**config.mk**
```make
export PLATFORM = sky130hd
export DESIGN_NAME = k7aes_core
export DESIGN_NICKNAME = d
export VERILOG_FILES = /design/src/rtl/k7aes_pkg.sv /design/src/rtl/k7aes_core_prbs7_checker.sv /design/src/rtl/k7aes_core.sv
export SDC_FILE = /design/constraint.sdc
export NUM_CORES = 1
export LEC_CHECK = 0
export BUFFER_PORTS_ARGS = -buffer_cell sky130_fd_sc_hd__buf_2
export CAP_MARGIN = 0
export CORE_MARGIN = 3
export CORE_UTILIZATION = 35
export CTS_CLUSTER_SIZE = 12
export DETAILED_ROUTE_END_ITERATION = 8
export GPL_ROUTABILITY_DRIVEN = 0
export GPL_TIMING_DRIVEN = 0
export PLACE_DENSITY = 0.55
export SKIP_LAST_GASP = 1
export SLEW_MARGIN = 20
export SYNTH_ARGS = -nofsm -noshare
export SYNTH_HDL_FRONTEND = slang
export SYNTH_SLANG_ARGS = --single-unit
export TNS_END_PERCENT = 20
```
**constraint.sdc**
```tcl
create_clock -name CLK -period 3.1 [get_ports CLK]
set_clock_uncertainty 0.2 [all_clocks]
set_input_delay 0.155 -clock CLK [delete_from_list [all_inputs] [get_ports CLK]]
set_output_delay 0.155 -clock CLK [all_outputs]
set_load 0.02 [all_outputs]
```
**src/rtl/k7aes_pkg.sv**
```systemverilog
// Shared constants and helpers for the Kintex-7 AES link-exercise core.
// PRBS-7 uses x^7 + x^6 + 1: the feedback taps are bits 6 and 5 of the state.
package k7aes_pkg;

   localparam int PRBS7_W      = 7;
   localparam int PRBS7_TAP_HI = 6;
   localparam int PRBS7_TAP_LO = 5;

   typedef logic [PRBS7_W-1:0] prbs7_t;

   localparam prbs7_t PRBS7_DEFAULT_SEED = 7'h7F;
   localparam int     LOCK_COUNT_DEFAULT = 16;
   localparam int     ERR_CNT_W_DEFAULT  = 16;
   localparam int     PCIE_LANES         = 8;

   // Recurrence bit: the value that enters the register on the next shift.
   function automatic logic prbs7_feedback(input prbs7_t s);
      return s[PRBS7_TAP_HI] ^ s[PRBS7_TAP_LO];
   endfunction

   // One generator step: shift left, feedback enters at bit 0.
   function automatic prbs7_t prbs7_next(input prbs7_t s);
      return {s[PRBS7_W-2:0], prbs7_feedback(s)};
   endfunction

endpackage

```
**src/rtl/k7aes_core_prbs7_checker.sv**
```systemverilog
// PRBS-7 receive checker: rebuilds the recurrence from the received bits,
// tracks lock, and counts bit errors seen while locked (saturating).
module prbs7_checker
   import k7aes_pkg::*;
#(
   parameter int LOCK_COUNT = LOCK_COUNT_DEFAULT,
   parameter int ERR_CNT_W  = ERR_CNT_W_DEFAULT
) (
   input  logic                 clk,
   input  logic                 rst,
   input  logic                 en,
   input  logic                 rx_bit,
   output logic                 locked,
   output logic [ERR_CNT_W-1:0] err_count
);

   localparam int                   CNT_W    = $clog2(LOCK_COUNT + 1);
   localparam logic [CNT_W-1:0]     CNT_ONE  = CNT_W'(1);
   localparam logic [CNT_W-1:0]     CNT_LAST = CNT_W'(LOCK_COUNT - 1);
   localparam logic [CNT_W-1:0]     CNT_FULL = CNT_W'(LOCK_COUNT);
   localparam logic [ERR_CNT_W-1:0] ERR_ONE  = ERR_CNT_W'(1);
   localparam logic [ERR_CNT_W-1:0] ERR_MAX  = {ERR_CNT_W{1'b1}};

   prbs7_t                 hist_r;
   logic [CNT_W-1:0]       cnt_r;
   logic                   locked_r;
   logic [ERR_CNT_W-1:0]   err_r;
   logic                   match_s;

   // Compare the incoming bit with the prediction; an all-zero history is a dead state and never matches.
   always_comb begin
      match_s = 1'b0;
      if (hist_r != 7'h00) begin
         match_s = (rx_bit == prbs7_feedback(hist_r));
      end else begin
         match_s = 1'b0;
      end
   end

   // History, lock counter, lock flag and saturating error counter.
   always_ff @(posedge clk or posedge rst) begin
      if (rst) begin
         hist_r   <= 7'h00;
         cnt_r    <= '0;
         locked_r <= 1'b0;
         err_r    <= '0;
      end else if (!en) begin
         // No usable input: keep history and error total, drop lock.
         cnt_r    <= '0;
         locked_r <= 1'b0;
      end else if (match_s) begin
         hist_r <= {hist_r[PRBS7_W-2:0], rx_bit};
         if (cnt_r != CNT_FULL) begin
            cnt_r <= cnt_r + CNT_ONE;
         end
         if (cnt_r >= CNT_LAST) begin
            locked_r <= 1'b1;
         end
      end else begin
         hist_r   <= {hist_r[PRBS7_W-2:0], rx_bit};
         cnt_r    <= '0;
         locked_r <= 1'b0;
         if (locked_r && (err_r != ERR_MAX)) begin
            err_r <= err_r + ERR_ONE;
         end
      end
   end

   assign locked    = locked_r;
   assign err_count = err_r;

endmodule

```
**src/rtl/k7aes_core.sv**
```systemverilog
// Kintex-7 AES board link-exercise core: PRBS-7 on the SFP lane and all
// eight PCIe lanes, SFP loopback checking, SFP control and PCIe link status.
module k7aes_core
   import k7aes_pkg::*;
#(
   parameter prbs7_t PRBS_SEED  = PRBS7_DEFAULT_SEED,
   parameter int     LOCK_COUNT = LOCK_COUNT_DEFAULT,
   parameter int     ERR_CNT_W  = ERR_CNT_W_DEFAULT
) (
   input  logic                  CLK,
   input  logic                  RESET,
   output logic [PCIE_LANES-1:0] PCI_Express_pci_exp_txp,
   output logic [PCIE_LANES-1:0] PCI_Express_pci_exp_txn,
   input  logic [PCIE_LANES-1:0] PCI_Express_pci_exp_rxp,
   input  logic [PCIE_LANES-1:0] PCI_Express_pci_exp_rxn,
   input  logic                  PCIe_Diff_Clk_P,
   input  logic                  PCIe_Diff_Clk_N,
   input  logic                  PCIe_perstn,
   input  logic                  sfp_sgd,
   input  logic                  sfp_txf,
   output logic                  sfp_rs,
   output logic                  sfp_txd,
   output logic                  txp,
   output logic                  txn,
   input  logic                  rxp,
   input  logic                  rxn,
   input  logic                  refclk_p,
   input  logic                  refclk_n,
   output logic                  link_locked,
   output logic [ERR_CNT_W-1:0]  err_count,
   output logic                  pcie_link_up
);

   prbs7_t                  lfsr_r;
   logic                    prbs_bit_s;
   logic                    txf_meta_r,   txf_sync_r;
   logic                    sgd_meta_r,   sgd_sync_r;
   logic                    rxb_meta_r,   rxb_sync_r;
   logic                    rxv_meta_r,   rxv_sync_r;
   logic                    perst_meta_r, perst_sync_r;
   logic [PCIE_LANES-1:0]   pci_rxv_meta_r, pci_rxv_sync_r;
   logic                    sfp_txd_r;
   logic                    sfp_rs_r;
   logic                    txp_r;
   logic [PCIE_LANES-1:0]   pci_txp_r, pci_txn_r;
   logic                    link_up_r;
   logic                    chk_en_s;
   logic                    unused_refclk_s;

   // Reference clocks belong to the hard IP; the core logic never looks at them.
   assign unused_refclk_s = ^{PCIe_Diff_Clk_P, PCIe_Diff_Clk_N, refclk_p, refclk_n};

   // Free-running PRBS-7 generator; the current output bit is the MSB.
   always_ff @(posedge CLK or posedge RESET) begin
      if (RESET) begin
         lfsr_r <= PRBS_SEED;
      end else begin
         lfsr_r <= prbs7_next(lfsr_r);
      end
   end

   assign prbs_bit_s = lfsr_r[PRBS7_TAP_HI];

   // Two-flop synchronizers for every input that is asynchronous to CLK.
   always_ff @(posedge CLK or posedge RESET) begin
      if (RESET) begin
         txf_meta_r     <= 1'b0;
         txf_sync_r     <= 1'b0;
         sgd_meta_r     <= 1'b0;
         sgd_sync_r     <= 1'b0;
         rxb_meta_r     <= 1'b0;
         rxb_sync_r     <= 1'b0;
         rxv_meta_r     <= 1'b0;
         rxv_sync_r     <= 1'b0;
         perst_meta_r   <= 1'b0;
         perst_sync_r   <= 1'b0;
         pci_rxv_meta_r <= '0;
         pci_rxv_sync_r <= '0;
      end else begin
         txf_meta_r     <= sfp_txf;
         txf_sync_r     <= txf_meta_r;
         sgd_meta_r     <= sfp_sgd;
         sgd_sync_r     <= sgd_meta_r;
         rxb_meta_r     <= rxp;
         rxb_sync_r     <= rxb_meta_r;
         rxv_meta_r     <= (rxp != rxn);
         rxv_sync_r     <= rxv_meta_r;
         perst_meta_r   <= PCIe_perstn;
         perst_sync_r   <= perst_meta_r;
         pci_rxv_meta_r <= PCI_Express_pci_exp_rxp ^ PCI_Express_pci_exp_rxn;
         pci_rxv_sync_r <= pci_rxv_meta_r;
      end
   end

   // SFP control: disable the transmitter while a TX fault is reported, full rate once running.
   always_ff @(posedge CLK or posedge RESET) begin
      if (RESET) begin
         sfp_txd_r <= 1'b1;
         sfp_rs_r  <= 1'b0;
      end else begin
         sfp_txd_r <= txf_sync_r;
         sfp_rs_r  <= 1'b1;
      end
   end

   // SFP serial TX: registered PRBS bit, idle low while the transmitter is disabled.
   always_ff @(posedge CLK or posedge RESET) begin
      if (RESET) begin
         txp_r <= 1'b0;
      end else if (sfp_txd_r) begin
         txp_r <= 1'b0;
      end else begin
         txp_r <= prbs_bit_s;
      end
   end

   // PCIe lanes: electrical idle (0/0) until perst is released, then the same PRBS on every lane.
   always_ff @(posedge CLK or posedge RESET) begin
      if (RESET) begin
         pci_txp_r <= '0;
         pci_txn_r <= '0;
         link_up_r <= 1'b0;
      end else begin
         if (perst_sync_r) begin
            pci_txp_r <= {PCIE_LANES{prbs_bit_s}};
            pci_txn_r <= {PCIE_LANES{~prbs_bit_s}};
         end else begin
            pci_txp_r <= '0;
            pci_txn_r <= '0;
         end
         link_up_r <= perst_sync_r & (&pci_rxv_sync_r);
      end
   end

   assign chk_en_s = rxv_sync_r & sgd_sync_r;

   prbs7_checker #(
      .LOCK_COUNT (LOCK_COUNT),
      .ERR_CNT_W  (ERR_CNT_W)
   ) u_sfp_checker (
      .clk       (CLK),
      .rst       (RESET),
      .en        (chk_en_s),
      .rx_bit    (rxb_sync_r),
      .locked    (link_locked),
      .err_count (err_count)
   );

   assign txp                     = txp_r;
   assign txn                     = ~txp_r;
   assign sfp_txd                 = sfp_txd_r;
   assign sfp_rs                  = sfp_rs_r;
   assign PCI_Express_pci_exp_txp = pci_txp_r;
   assign PCI_Express_pci_exp_txn = pci_txn_r;
   assign pcie_link_up            = link_up_r;

endmodule

```
# Word level (Yosys, flattened, before mapping)
# Cells that the tools add are included.
# totals
reg_bits	82
in_bits	27
out_inout_bits	38
wordCells	54
# classes
add_sub_neg	2
n_lt_le_gt_ge	1
eq_ne	6
n_mux	10
bitwise	8
n_reduce_logical	4
# ops
operator	count
$add 16x1->16 const B	1
$mux 8	2
$ne 16x16->1 const B	1
$mux 5	3
$reduce_and 8->1	1
$xor 8x8->8	1
$reduce_bool 7->1	1
$ne 3x3->1 const B	2
$add 5x1->5 const B	1
$ge 5x4->1 const B	1
$mux 1	5
$ne 5x5->1 const B	1
$not 1->1	3
$reduce_and 3->1	1
$and 1x1->1	2
$xor 1x1->1	2
$eq 1x1->1	1
$logic_and 1x1->1	1
$ne 1x1->1	1

# Depth between registers and ports, before layout
# logic_depth
ltp_word	5
mapped_depth	7

# Cells and area by module
# Synthesis repeated with hierarchy kept, for this count alone.
# unflattened
cells_unflattened	202
hier_area_um2	2717.6
# modules_own_cells
module	instances	cells_each	area_each_um2	seq_area_each_um2
prbs7_checker	1	128	1477.7	725.7
k7aes_core	1	74	1239.9	985.9

# Worst setup path before layout
# Ideal clock, no wire load.
# synth_timing
path_type	reg2reg
start	register u_sfp_checker.err_r[0], in the netlist u_sfp_checker.err_count[0]
end	register u_sfp_checker.err_r[14], in the netlist u_sfp_checker.err_count[14]
t_arrival_ns	1.729
required_ns	2.812
path_slack_ns	1.082
path_stages_with_launch	7
n_path_buf	0
synth_period_minus_slack_ns	2.018
cell_sequence	dfrtp_1 ha_1 nand3_1 or2_2 nor4_4 a31oi_1 a41oi_1
# synth_between
elab_chain_len	3
elab_cells_between_ends	4
# synth_rtl
item	line_no	rtl
start, declared	k7aes_core_prbs7_checker.sv:27	logic [ERR_CNT_W-1:0] err_r;
start signal, assigned	k7aes_core_prbs7_checker.sv:64	err_r <= err_r + ERR_ONE;
branches (longest 3 deep; another with $add 16x1->16)	--	
# Several ways; the timed one is not identified.
# A chain may end at the register's enable or synchronous reset.

# Worst setup path after layout
# layout_timing
start	register u_sfp_checker.hist_r[5]
end	register u_sfp_checker.err_r[6], in the netlist u_sfp_checker.err_count[6]
# layout_between
elab_chain_len	5
elab_cells_between_ends	6
# layout_rtl
item	line_no	rtl
start, declared	k7aes_core_prbs7_checker.sv:24	prbs7_t hist_r;
start signal, assigned	k7aes_core_prbs7_checker.sv:52	hist_r <= {hist_r[PRBS7_W-2:0], rx_bit};
start signal, assigned	k7aes_core_prbs7_checker.sv:60	hist_r <= {hist_r[PRBS7_W-2:0], rx_bit};
$xor 1x1->1	k7aes_pkg.sv:18	return s[PRBS7_TAP_HI] ^ s[PRBS7_TAP_LO];
$eq 1x1->1	k7aes_core_prbs7_checker.sv:34	match_s = (rx_bit == prbs7_feedback(hist_r));
$mux 1 *	k7aes_core_prbs7_checker.sv:33	if (hist_r != 7'h00) begin
$not 1->1 (no source line) *	--	
$reduce_and 3->1 (no source line) *	--	
# Every way passes the cells marked *; elsewhere a longest branch is shown, timed or not.

==> flow_metrics.env <==
export IMPL_routed_wl_mm=4.472
export IMPL_ys_seq_elements=68
export IMPL_numClockSinks=68
export IMPL_ant_nets=0
export IMPL_worst_slack_ns=1.102
export IMPL_clock_fmax_ghz=0.5006
export IMPL_synth_avg_cell_area_um2=13.58
export IMPL_synthCells=194
export IMPL_clk_pin_slew_worst_paths_ns=0.07
export IMPL_pwr_share_clk_pct=38.0
export IMPL_die_height_um=92.77
export IMPL_drive_gt1_share_pct=38.91
export IMPL_syn_to_final_growth_pct=33.52
export IMPL_rr_startpoint="u_sfp_checker.hist_r[5]"
export IMPL_drc=0
export IMPL_post_cts_setup_buffers=0
export IMPL_drt_iter0_drc=69
export IMPL_start_kind="flop"
export IMPL_yosysTopAreaCellShare_pct=56.98
export IMPL_cts_root_buf="clkbuf_8"
export IMPL_nets=319
export IMPL_synth_distinct_cells=30
export IMPL_critPathLaunch="u_sfp_checker.hist_r[5]"
export IMPL_p_comb_share_pct=12.0
export IMPL_critPathBufInv=0
export IMPL_cts_htree_levels=3
export IMPL_cts_hold_buffers=22
export IMPL_cts_resized=0
export IMPL_finalWorstPathRequiredPeriod_ns=1.998
export IMPL_cp_required_ns=3.13
export IMPL_hold_path_class="in2async"
export IMPL_tightestPinTransition_ns=0.5490
export IMPL_seq_area_frac_synth_pct=64.96
export IMPL_wire_per_inst_um=11.41
export IMPL_crit_end="u_sfp_checker.err_count[6]"
export IMPL_stdcell_count=392
export IMPL_synth_largest_area_cell="dfrtp_1"
export IMPL_pre_cts_slack_ns=1.097
export IMPL_outcome="finished clean"
export IMPL_initial_core_util_pct=36.14
export IMPL_yosys_top_cells_area="dfrtp_1 (57%), dfstp_2 (8.0%), mux2_2 (4.3%), buf_4 (4.0%), xnor2_1 (4.0%)"
export IMPL_ir_worst_vdd_mv=0.2467
export IMPL_p_sw_uw=476.6
export IMPL_reg2reg_depth=5
export IMPL_dp_hpwl_mm=2.933
export IMPL_cts_buffers=9
export IMPL_crit_path_end_kind="flop"
export IMPL_hold_viol_final=0
export IMPL_n_fill_cell=696
export IMPL_antenna_found_initial=0
export IMPL_switching_share_pct=23.57
export IMPL_critPathMaxStageDelay_ns=0.43
export IMPL_grt_use_total_pct=11.92
export IMPL_timing_rr_end="u_sfp_checker.err_count[6]"
export IMPL_cellLeakagePower_uw=0.001702
export IMPL_vias=1711
export IMPL_slew_headroom_pct=63.12
export IMPL_rows=31
export IMPL_grt_max_degree=51
export IMPL_drv_cap=0
export IMPL_pwr_share_seq_pct=50.0
export IMPL_worst_setup_path_type="reg2reg"
export IMPL_ys_warn_count=0
export IMPL_tritoncts="done"
export IMPL_cp_slowest_cell="xor3_1"
export IMPL_reg2reg_slack_ns=1.10
export IMPL_cellPowerDensity_nw_per_um2=574.8
export IMPL_syn_area_um2=2635
export IMPL_path_cells="xor3_1, a21oi_2, nor2_1, nand4_1, mux2_2"
export IMPL_period_share_pct=64.44
export IMPL_grt_pass1_wl_mm=7.776
export IMPL_core_area_um2=7292
export IMPL_grt_setup_unrepaired="no"
export IMPL_grt_pass1_vias=1670
export IMPL_placed_cells=354
export IMPL_worstPathArrival_ns=2.02
export IMPL_layout_common_cells="dfrtp_1 (60), buf_2 (60), dlygate4sd3_1 (22)"
export IMPL_setup_viol=0
export IMPL_p_int_uw=1546
export IMPL_io_buffers=60
export IMPL_die_area_um2=8605
export IMPL_io_pins=65
export IMPL_fin_tns_setup_ns=0
export IMPL_slew_violations=0
export IMPL_drt_first_pass_iters=4
export IMPL_grt_overflow_total=0
export IMPL_worstSkewPairLatency_ns=0.34
export IMPL_diodes=0
export IMPL_cp_top_family="XOR/XNOR gates"
export IMPL_path_depth=5
export IMPL_holdWs_ns=0.1106
export IMPL_critPathMaxFanout=4
export IMPL_syn_nets=225
export IMPL_via_per_inst=4.365
export IMPL_die_x_um=92.77
export IMPL_cts_buffer_depth=2
## sequential cells by signal, summed over array words and instances (netlist names), 5 cells and up
register                 flops
pci_rxv_sync_r               8
u_sfp_checker.err_count     16
pci_rxv_meta_r               8
lfsr_r                       7
u_sfp_checker.hist_r         7
u_sfp_checker.cnt_r          5
## worst min-delay path by stage
stage	startpoint	endpoint	slack, ns	cells after the start
final	RESET	pci_rxv_sync_r[1]	0.11	3
after CTS	RESET	pci_rxv_sync_r[1]	0.09	3
after floorplan	PCIe_perstn	perst_meta_r	-0.01	0
after global placement	sfp_txf	txf_meta_r	0.06	1
after detailed placement	RESET	pci_rxv_sync_r[1]	-0.08	2
after global routing	RESET	pci_rxv_sync_r[1]	0.11	3
## power by group through the flow
stage	Clock [µW]	Sequential, µW	Combinational, µW
floorplan	0	1020	165
global placement	0	1030	209
detailed placement	0	1030	218
CTS	800	1010	247
global route	842	1020	269
finish	768	1010	243
## synthesized netlist by cell type
| master | instances |
|---|---|
| conb_1 | 1 |
| buf_6 | 1 |
| a211oi_4 | 1 |
| nand3_1 | 10 |
| nand2_1 | 9 |
| nand4_1 | 11 |
| xor3_1 | 1 |
| a21oi_1 | 2 |
| nor4_1 | 1 |
| dfrtp_1 | 60 |
| mux2_2 | 10 |
| dfstp_2 | 8 |
| xor2_1 | 12 |
| nor2b_1 | 3 |
| a21oi_2 | 1 |
| and3_1 | 4 |
| inv_1 | 8 |
| xnor2_1 | 12 |
| o21a_1 | 1 |
| buf_4 | 14 |
| nor3_1 | 6 |
| nor4_4 | 1 |
| nor2_1 | 7 |
| nand4_2 | 1 |
| ha_1 | 4 |
| a31oi_1 | 1 |
| and2_1 | 1 |
| or2_2 | 1 |
| mux2i_1 | 1 |
| a41oi_1 | 1 |
## stage by stage
| stage | area (µm²) | util, % | power [µW] |
|---|---|---|---|
| after global routing | 3518 | 48.25 | 2134 |
| after floorplan | 2635 | - | 1183 |
| final | 3518 | 48.25 | 2022 |
| after CTS | 3518 | 48.25 | 2059 |
| after detailed placement | 3089 | 42.36 | 1246 |
| after global placement | 3059 | 41.95 | 1236 |
## per-layer routing
layer	share of wire [%]	wire [µm]	global-route usage (%)	vias to the layer above
li1	-	-	-	833
met5	0	0	0	-
met2	49	2210	18.12	44
met1	44	1953	14.90	825
met4	2.5	114	7.692	0
met3	4.3	193	3.249	9
## worst min-delay path: cells and delay by family
family | cells | cell delay, ns
buffers and inverters | 3 | 0.89
## logic make-up after synthesis
family / after synthesis / share of synthesized area (%)
adders and majority gates: 4 / 1.899
xor gates and xnor gates: 25 / 8.879
buffers and inverters: 23 / 5.556
DFF: 68 / 64.96
other: 1 / 0.1423
and+or+nand+nor: 55 / 11.59
AOI/OAI and AO/OA: 7 / 2.327
muxes: 11 / 4.653
## cell type report
type                    instances  area [µm²]  area share [%]
multi-input cells             103       777.0           22.08
flip-flops and latches         68        1712           48.65
inverters                       8       32.53          0.9246
plain buffers                  15       116.4           3.307
clock inverters                 5       77.57           2.205
clock buffers                  11       131.4           3.734
repair buffers                 83       548.0           15.58
well taps                      99       123.9           3.521
Power figures use the tool's default switching activity.
